`config.mk`:
```
export PLATFORM = sky130hd
export DESIGN_NAME = cdb_arbiter
export DESIGN_NICKNAME = d
export VERILOG_FILES = /design/src/rtl/cdb_arbiter_pkg.sv /design/src/rtl/cdb_arbiter_fifo.sv /design/src/rtl/cdb_arbiter.sv
export SDC_FILE = /design/constraint.sdc
export NUM_CORES = 1
export LEC_CHECK = 0
export BUFFER_PORTS_ARGS = -buffer_cell sky130_fd_sc_hd__buf_2
export CORE_ASPECT_RATIO = 1.75
export CORE_UTILIZATION = 52
export DETAILED_ROUTE_END_ITERATION = 8
export GPL_ROUTABILITY_DRIVEN = 1
export MAX_ROUTING_LAYER = met4
export PLACE_DENSITY_LB_ADDON = 0.2
export SLEW_MARGIN = 20
export SYNTH_ARGS = -nofsm -noshare
export SYNTH_HDL_FRONTEND = slang
export SYNTH_SLANG_ARGS = --single-unit
```
`constraint.sdc`:
```
create_clock -name clk -period 3.5 [get_ports clk]
set_clock_uncertainty 0.05 [all_clocks]
set_input_delay 0.35 -clock clk [delete_from_list [all_inputs] [get_ports clk]]
set_output_delay 0.35 -clock clk [all_outputs]
set_load 0.05 [all_outputs]
```
`src/rtl/cdb_arbiter_pkg.sv`:
```
// Shared widths and source identifiers for the common data bus arbiter.
package cdb_arbiter_pkg;

    localparam int CDB_ID_WIDTH  = 4;
    localparam int CDB_VAL_WIDTH = 32;

    // Source identity; also used as the round-robin "last granted" pointer.
    typedef enum logic {
        CDB_SRC_ALU = 1'b0,
        CDB_SRC_LSB = 1'b1
    } cdb_src_e;

endpackage

```
`src/rtl/cdb_arbiter_fifo.sv`:
```
// Per-source result FIFO: power-of-two depth, synchronous clear, registered count.
module cdb_fifo #(
    parameter int DEPTH = 2,
    parameter int WIDTH = 36
) (
    input  logic                     clk,
    input  logic                     rst_n,
    input  logic                     clear,
    input  logic                     push,
    input  logic [WIDTH-1:0]         din,
    input  logic                     pop,
    output logic [WIDTH-1:0]         head,
    output logic [$clog2(DEPTH):0]   count
);

    localparam int PW = $clog2(DEPTH);

    logic [WIDTH-1:0] mem [DEPTH];
    logic [PW-1:0]    rd_ptr;
    logic [PW-1:0]    wr_ptr;

    assign head = mem[rd_ptr];

    // Pointer and occupancy tracking; pointers wrap naturally at DEPTH.
    always_ff @(posedge clk or negedge rst_n) begin
        if (!rst_n) begin
            rd_ptr <= '0;
            wr_ptr <= '0;
            count  <= '0;
        end else if (clear) begin
            rd_ptr <= '0;
            wr_ptr <= '0;
            count  <= '0;
        end else begin
            if (push) wr_ptr <= wr_ptr + 1'b1;
            if (pop)  rd_ptr <= rd_ptr + 1'b1;
            case ({push, pop})
                2'b10:   count <= count + 1'b1;
                2'b01:   count <= count - 1'b1;
                default: ;
            endcase
        end
    end

    // Entry storage; contents are don't-care while count says empty.
    always_ff @(posedge clk) begin
        if (push && !clear) mem[wr_ptr] <= din;
    end

endmodule

```
`src/rtl/cdb_arbiter.sv`:
```
// Two-source round-robin arbiter driving the registered common data bus.
module cdb_arbiter
    import cdb_arbiter_pkg::*;
#(
    parameter int ID_WIDTH  = CDB_ID_WIDTH,
    parameter int VAL_WIDTH = CDB_VAL_WIDTH,
    parameter int DEPTH     = 2
) (
    input  logic                 clk,
    input  logic                 rst_in,
    input  logic                 rdy_in,
    input  logic                 flush,
    input  logic                 alu_valid,
    input  logic [ID_WIDTH-1:0]  alu_tag,
    input  logic [VAL_WIDTH-1:0] alu_val,
    output logic                 alu_ready,
    input  logic                 lsb_valid,
    input  logic [ID_WIDTH-1:0]  lsb_tag,
    input  logic [VAL_WIDTH-1:0] lsb_val,
    output logic                 lsb_ready,
    output logic                 cdb_valid,
    output logic [ID_WIDTH-1:0]  cdb_tag,
    output logic [VAL_WIDTH-1:0] cdb_val
);

    localparam int CW = $clog2(DEPTH) + 1;
    localparam int EW = ID_WIDTH + VAL_WIDTH;
    localparam logic [CW-1:0] FULL = CW'(DEPTH);

    logic [CW-1:0] alu_count, lsb_count;
    logic [EW-1:0] alu_head, lsb_head;
    logic [EW-1:0] alu_item, lsb_item;
    logic          active, clear;
    logic          alu_acc, lsb_acc, alu_empty, lsb_empty;
    logic          alu_cand, lsb_cand, grant_alu, grant_lsb;
    logic          alu_push, lsb_push, alu_pop, lsb_pop;
    cdb_src_e      last_grant, last_next;
    logic          bus_valid_next;
    logic [EW-1:0] bus_item_next;

    assign active    = rdy_in && !flush;
    assign clear     = rdy_in && flush;
    assign alu_ready = rst_in && rdy_in && (alu_count < FULL);
    assign lsb_ready = rst_in && rdy_in && (lsb_count < FULL);

    // Tag 0 is consumed at the handshake but never becomes a candidate.
    assign alu_acc   = active && alu_valid && alu_ready && (alu_tag != '0);
    assign lsb_acc   = active && lsb_valid && lsb_ready && (lsb_tag != '0);
    assign alu_empty = (alu_count == '0);
    assign lsb_empty = (lsb_count == '0);

    // Empty FIFO lets the incoming item bypass straight to arbitration.
    assign alu_cand  = active && (!alu_empty || alu_acc);
    assign lsb_cand  = active && (!lsb_empty || lsb_acc);
    assign alu_item  = alu_empty ? {alu_tag, alu_val} : alu_head;
    assign lsb_item  = lsb_empty ? {lsb_tag, lsb_val} : lsb_head;

    // A granted head pops; an accepted item pushes unless it was bypassed.
    assign alu_pop   = grant_alu && !alu_empty;
    assign lsb_pop   = grant_lsb && !lsb_empty;
    assign alu_push  = alu_acc && !(grant_alu && alu_empty);
    assign lsb_push  = lsb_acc && !(grant_lsb && lsb_empty);

    cdb_fifo #(.DEPTH(DEPTH), .WIDTH(EW)) u_alu_fifo (
        .clk(clk), .rst_n(rst_in), .clear(clear), .push(alu_push),
        .din({alu_tag, alu_val}), .pop(alu_pop), .head(alu_head), .count(alu_count)
    );

    cdb_fifo #(.DEPTH(DEPTH), .WIDTH(EW)) u_lsb_fifo (
        .clk(clk), .rst_n(rst_in), .clear(clear), .push(lsb_push),
        .din({lsb_tag, lsb_val}), .pop(lsb_pop), .head(lsb_head), .count(lsb_count)
    );

    // Round-robin grant, pointer next-state and next bus contents.
    always_comb begin
        grant_alu      = 1'b0;
        grant_lsb      = 1'b0;
        last_next      = last_grant;
        bus_valid_next = 1'b0;
        bus_item_next  = '0;
        if (alu_cand && lsb_cand) begin
            if (last_grant == CDB_SRC_LSB) grant_alu = 1'b1;
            else                           grant_lsb = 1'b1;
        end else begin
            grant_alu = alu_cand;
            grant_lsb = lsb_cand;
        end
        if (grant_alu) begin
            last_next      = CDB_SRC_ALU;
            bus_valid_next = 1'b1;
            bus_item_next  = alu_item;
        end else if (grant_lsb) begin
            last_next      = CDB_SRC_LSB;
            bus_valid_next = 1'b1;
            bus_item_next  = lsb_item;
        end
    end

    // Pointer and bus register; everything freezes while rdy_in is low.
    always_ff @(posedge clk or negedge rst_in) begin
        if (!rst_in) begin
            last_grant <= CDB_SRC_LSB;
            cdb_valid  <= 1'b0;
            cdb_tag    <= '0;
            cdb_val    <= '0;
        end else if (rdy_in) begin
            last_grant <= last_next;
            cdb_valid  <= bus_valid_next;
            cdb_tag    <= bus_item_next[EW-1:VAL_WIDTH];
            cdb_val    <= bus_item_next[VAL_WIDTH-1:0];
        end
    end

endmodule

```
==> out/metrics.csv, run 1 <==
stage,metric,value,unit
final_layout,"commonest non-fill, non-tap cell in the layout",edfxtp_1,
final_layout,final core area utilization,61.6,%
power,static leakage,3.55,nW
power,internal power,0.00375,W
global_route,first-pass GRT wire length,29300,µm
logic_synthesis,post-synthesis sequential area ratio,67.1,%
floorplanning,# rows,60,
floorplanning,chip width,96.7,µm
worst_setup_path,critical path buffer and inverter count,2,
logic_synthesis,Post-Synth Simple-Gate Area,9.03,%
global_route,Overflow after GRT,0,
final_layout,final net count,778,
worst_setup_path,WP data arrival,3.21,ns
worst_setup_path,Crit Path Class,in2reg,
clock_network,clock latency on the worst-skew pair,0.42,ns
logic_synthesis,yosys warns,0,
logic_synthesis,largest family of logic cells by synthesized area,compound AO/OA/AOI/OAI gates,
global_route,vias in the first global route,5368,
logic_synthesis,"flops & latches, synth",190,
sta,RSZ-0062 raised after global routing,no,
sta,Hold WS,0.0644,ns
clock_network,postcts setup bufs,0,
route,Post-DRT Antenna Nets,0,
power,combinational share of power,14.8,%
logic_synthesis,Avg Synthesized Cell Area,13.9,µm²
power,switch share,28.9,%
outcome,status,"finished, final reports clean",
sta,Pins Over Slew Limit,0,
logic_synthesis,compound-gate portion of the synthesized area,11.5,%
sta,Worst Tran Pin Value,1.06,ns
floorplanning,number of top-level pins,117,
route,detailed-route DRC error count,0,
route,drt wl/cell,21.3,µm
sta,period utilization,91.9,%
worst_setup_path,CP cell instances,"dlygate4sd3_1, buf_2, and3b_1, nand4_1, nand2_1, o21ai_0, nor2_4",
worst_setup_path,"delay-heaviest family, CP",simple AND/OR/NAND/NOR gates,
final_layout,most frequent cells in the layout,"144 x edfxtp_1, 116 x buf_2, 77 x nor2_1, 74 x mux2i_1, 71 x a21oi_1",
worst_setup_path,CP Data Required Time,3.49,ns
logic_synthesis,Netlist cell types,48,
clock_network,CTS tree,built,
clock_network,Clock Path Buffers,2,
route,initial DRC count,309,
sta,normalized max-slew margin,29.4,%
logic_synthesis,"Cell Area, Synth",8160,µm²
final_layout,fill cell count,1216,
worst_setup_path,crit path from,rst_in,
clock_network,clock buffer count from CTS,17,
sta,max frequency,311,MHz
route,via count,5275,
logic_synthesis,post-synth top area share,53.0,%
sta,setup TNS,0,ns
worst_setup_path,slowest cell on the critical path,nor2_4,
clock_network,CTS-repair resized insts,0,
logic_synthesis,XOR/XNOR Fraction of Synth Area,0.215,%
logic_synthesis,Post-synth EDFFs,144,
logic_synthesis,Mapped Nets,664,
logic_synthesis,Mapped Cells,586,
power,clock share of power,35.4,%
sta,Final Critical Period,3.22,ns
worst_setup_path,"slowest stage delay, CP",0.91,ns
sta,# setup viols final,0,
sta,final-report hold violation count,0,
placement,Final GP Congestion,0.889,
final_layout,share of cells above drive strength 1,26.4,%
final_layout,ANT cells,0,
final_layout,Layout Cells excl Fill,899,
worst_setup_path,CP Capture Type,flip-flop,
route,drt pass-1 iters,5,
route,vias per cell,5.87,
power,Sw Pwr,0.00152,W
floorplanning,Die Area,16200,µm²
worst_setup_path,crit start category,input port,
global_route,gr usage total,24.8,%
logic_synthesis,cell accounting for the most synthesized area,edfxtp_1,
logic_synthesis,async set-or-reset flop fraction in the synthesized netlist,24.2,%
worst_setup_path,worst-path fanout max,36,
logic_synthesis,top_reg_cell synth,edfxtp_1,
power,Power Density,555,nW/µm²
clock_network,"Reg clk slew, reported paths",0.08,ns
placement,Cells after DPL,866,
clock_network,clk sink count,190,
logic_synthesis,post-synthesis mux area share,9.08,%
global_route,initial antenna violation count,0,
worst_setup_path,R2R Path Start,u_lsb_fifo.count[1],
logic_synthesis,dominant cells by area after synthesis,"edfxtp_1 53%, dfrtp_1 14%, mux2i_1 9.1%, a21oi_1 4.4%, nor2_1 3.8%",
placement,port bufs,116,
clock_network,# hold bufs at CTS,1,
route,WL final,19200,µm
min_path,hold path startpoint,lsb_val[0],
min_path,Tightest Hold Check Type,in2reg,
floorplanning,Initial Util,53.0,%
floorplanning,Core ar.,15400,µm²
placement,DP HPWL,13100,µm
final_layout,Reg area,5480,µm²
floorplanning,Die Ht,168,µm
clock_network,root buf cell,clkbuf_16,
flow_run,Max Cap Violations,0,
power,Flop pwr share,49.8,%
final_layout,Layout area overhead,16.2,%
clock_network,CTS H-tree depth,4,
power,maximum vdd drop,434,µV
final_layout,multi-input combinational cell area,2470,µm²
global_route,largest net degree at the start of global routing,74,
logic_synthesis,adder-cell share of the synthesized area,0,%
[state kept, by name, summed over array words and instances (netlist names)]
signal and count:
u_alu_fifo.mem 72, last_grant 1, u_lsb_fifo.rd_ptr 1, u_alu_fifo.wr_ptr 1
u_alu_fifo.rd_ptr 1, u_lsb_fifo.mem 72, cdb_val 32, cdb_tag 4
u_lsb_fifo.count 2, cdb_valid 1, u_alu_fifo.count 2, u_lsb_fifo.wr_ptr 1
[layer usage]
metal | wire length [µm] | part of all wire [%] | global-route usage [%]
met1 | 6910 | 36 | 25.6
met2 | 10500 | 54 | 43.7
met3 | 773 | 4.0 | 4.34
met4 | 1040 | 5.4 | 15.0
met5 | 0 | 0 | -
[cells in the mapped netlist, drive strengths merged, types with 2 or more instances]
master,instances
buf,25
dfrtp,45
clkbuf,12
and3,2
nor4,2
nor2,82
a21o,2
nor2b,2
and2,37
a21oi,71
edfxtp,144
a31oi,2
o32a,35
nand4,3
nand2,9
inv,6
o21bai,2
nand2b,2
o21ai,8
mux2i,74
[final cells by class]
| class | count | share of cell area [%] |
|---|---|---|
| Clock buffer | 17 | 4.49 |
| Multi-Input combinational cell | 353 | 26.1 |
| Inverter | 6 | 0.237 |
| Sequential cell | 190 | 57.8 |
| Tap cell | 186 | 2.45 |
| Timing Repair Buffer | 132 | 7.41 |
| Clock inverter | 15 | 1.54 |
[through the flow]
stage	instance area [µm²]	worst slack, ns	power [W]
after floorplan	8160	0.0663	0.00319
after global placement	8900	0.548	0.00344
after detailed placement	8900	0.410	0.00346
after CTS	9480	0.317	0.00530
after global routing	9480	0.0751	0.00544
final	9480	0.284	0.00527
[kinds of logic after synthesis]
family	count (synthesis)
xor+xnor	2
flops	190
buf+inv	43
compound gates	130
simple gates	147
mux	74
[power by group through the flow]
stage | registers [W] | logic [W] | clock network (W)
5_1_grt | 0.00264 | 0.000832 | 0.00197
2_1_floorplan | 0.00276 | 0.000436 | 0
3_5_place_dp | 0.00267 | 0.000785 | 0
4_1_cts | 0.00262 | 0.000788 | 0.00189
3_3_place_gp | 0.00267 | 0.000772 | 0
6_report | 0.00262 | 0.000782 | 0.00186
[worst paths after layout]
kind	to	slack, ns	cells past startpoint
worst max-delay path	u_alu_fifo.mem[1][2]	0.28	7
max in group asynchronous	cdb_val[19]	2.19	3
worst max register to register	u_alu_fifo.mem[1][2]	0.61	5
min in group asynchronous	cdb_val[1]	0.36	2
worst min register to register	cdb_val[14]	0.45	1
worst min-delay path	u_lsb_fifo.mem[0][0]	0.06	1
Note: power is estimated with default switching activity, not from simulation.
==> run 2: changes to the inputs <==
- PLACE_DENSITY: unset -> 0.82
- PLACE_DENSITY_LB_ADDON: 0.2 -> unset
==> out/metrics.csv, run 2 (same netlist as run 1, synthesis figures left out) <==
stage,metric,value,unit
outcome,status,"finished, final reports clean",
power,maximum vdd drop,385,µV
final_layout,Layout Cells excl Fill,897,
global_route,vias in the first global route,5367,
global_route,first-pass GRT wire length,28200,µm
clock_network,postcts setup bufs,0,
worst_setup_path,r2r setup slk,0.59,ns
sta,final-report hold violation count,0,
route,detailed-route DRC error count,0,
min_path,Tightest Hold Check Type,in2reg,
sta,setup TNS,0,ns
worst_setup_path,WP data arrival,2.95,ns
floorplanning,# rows,60,
worst_setup_path,R2R cell count,4,
floorplanning,Initial Util,53.0,%
power,Power Density,555,nW/µm²
worst_setup_path,R2R Path Start,u_alu_fifo.count[1],
power,static leakage,3.54,nW
global_route,gr usage total,22.9,%
worst_setup_path,crit start category,input port,
floorplanning,Die Area,16200,µm²
floorplanning,chip width,96.7,µm
final_layout,final instance area,9500,µm²
final_layout,fill cell count,1151,
route,drt pass-1 iters,5,
placement,port bufs,116,
final_layout,Top Registers,"u_alu_fifo.mem x72, u_lsb_fifo.mem x72, cdb_val x32",
floorplanning,Core ar.,15400,µm²
final_layout,share of cells above drive strength 1,25.9,%
global_route,GRT met2 Usage,36.6,%
sta,Final Critical Period,2.96,ns
worst_setup_path,r2r endpoint,u_alu_fifo.mem[0][7],
global_route,initial antenna violation count,1,
sta,max frequency,338,MHz
route,initial DRC count,528,
clock_network,CTS-repair resized insts,0,
sta,normalized max-slew margin,28.7,%
route,vias per cell,5.91,
global_route,grt peak-use layer,met2,
clock_network,Clock Path Buffers,2,
min_path,Hold Path End,u_alu_fifo.mem[0][30],
final_layout,"commonest non-fill, non-tap cell in the layout",edfxtp_1,
route,via count,5301,
clock_network,clk sink count,190,
placement,dpl cell area,8900,µm²
clock_network,CTS tree,built,
min_path,hold path depth,1,
flow_run,Max Cap Violations,0,
global_route,Overflow after GRT,0,
floorplanning,Die Ht,168,µm
power,Tot Pwr,0.00527,W
clock_network,root buf cell,clkbuf_16,
placement,Final GP Congestion,0.882,
floorplanning,number of top-level pins,117,
clock_network,clock latency on the worst-skew pair,0.43,ns
final_layout,most frequent cells in the layout,"144 x edfxtp_1, 116 x buf_2, 77 x nor2_1, 74 x mux2i_1, 71 x a21oi_1",
final_layout,final core area utilization,61.7,%
sta,Worst Tran Pin Value,1.07,ns
sta,Pins Over Slew Limit,0,
clock_network,CTS H-tree depth,4,
worst_setup_path,CP Capture Type,flip-flop,
placement,Cells after DPL,863,
route,WL final,17700,µm
global_route,largest net degree at the start of global routing,74,
sta,RSZ-0062 raised after global routing,no,
route,drt wl/cell,19.8,µm
global_route,met1 global-route usage,29.2,%
clock_network,clock buffer count from CTS,17,
sta,# setup viols final,0,
clock_network,"Reg clk slew, reported paths",0.08,ns
placement,DP HPWL,12200,µm
final_layout,Layout area overhead,16.4,%
worst_setup_path,CP Data Required Time,3.49,ns
worst_setup_path,Crit Path Class,in2reg,
global_route,M3 GR Usage,3.55,%
sta,period utilization,84.5,%
worst_setup_path,worst-path fanout max,36,
min_path,hold path startpoint,alu_val[30],
final_layout,final net count,775,
route,Post-DRT Antenna Nets,0,
==> run 2: metrics by stage <==
stage | hold WS (ns) | setup WS (ns)
4_1_cts | 0.0585 | 0.561
5_1_grt | 0.0532 | 0.381
2_1_floorplan | 0.00441 | 0.0663
3_3_place_gp | 0.140 | 0.704
3_5_place_dp | 0.141 | 0.589
6_report | 0.0710 | 0.542
==> run 2: worst max-delay path by stage <==
stage          slack, ns  cells past startpoint                     to                 from
5_1_grt             0.38                      7   u_alu_fifo.mem[0][2]               rst_in
6_report            0.54                      7   u_alu_fifo.mem[0][7]               rst_in
2_1_floorplan       0.07                      5   u_lsb_fifo.mem[1][0]  u_alu_fifo.count[1]
3_3_place_gp        0.70                      6  u_alu_fifo.mem[1][27]               rdy_in
3_5_place_dp        0.59                      6  u_alu_fifo.mem[1][30]               rdy_in
4_1_cts             0.56                      7   u_alu_fifo.mem[1][7]               rst_in
==> run 2: critical path, stage by stage <==
cell,delay [ns]
dlygate4sd3_1,0.53
buf_2,0.21
and3b_1,0.24
nand4_1,0.20
nand2_1,0.20
o21ai_0,0.28
nor2_4,0.91
==> run 2: cell type report <==
class	instances	area, µm²	area share [%]
Clock inverter	14	149	1.57
Inverter	6	22.5	0.237
Sequential cell	190	5480	57.7
Tap cell	186	233	2.45
Antenna cell	1	2.50	0.0263
Clock buffer	18	429	4.52
Multi-Input combinational cell	353	2470	26.1
Timing Repair Buffer	129	706	7.43
==> run 2: what timing repair did <==
| action | CTS | global route |
|---|---|---|
| endpoints found under the hold margin | 11 | 0 |
| setup endpoints to repair | 0 | 0 |
| hold buffers | 1 | 0 |
==> run 2: power by group <==
group	switching, W	internal [W]	leakage (nW)	total [W]
clock network	0.000876	0.00101	0.278	0.00189
registers	0.000142	0.00250	1.89	0.00264
logic	0.000452	0.000290	1.37	0.000742
==> run 2: per-layer routing <==
metal,wire length [µm],up-vias
li1,-,2436
met1,7310,2640
met2,8990,189
met3,871,36
met4,550,0
met5,0,-
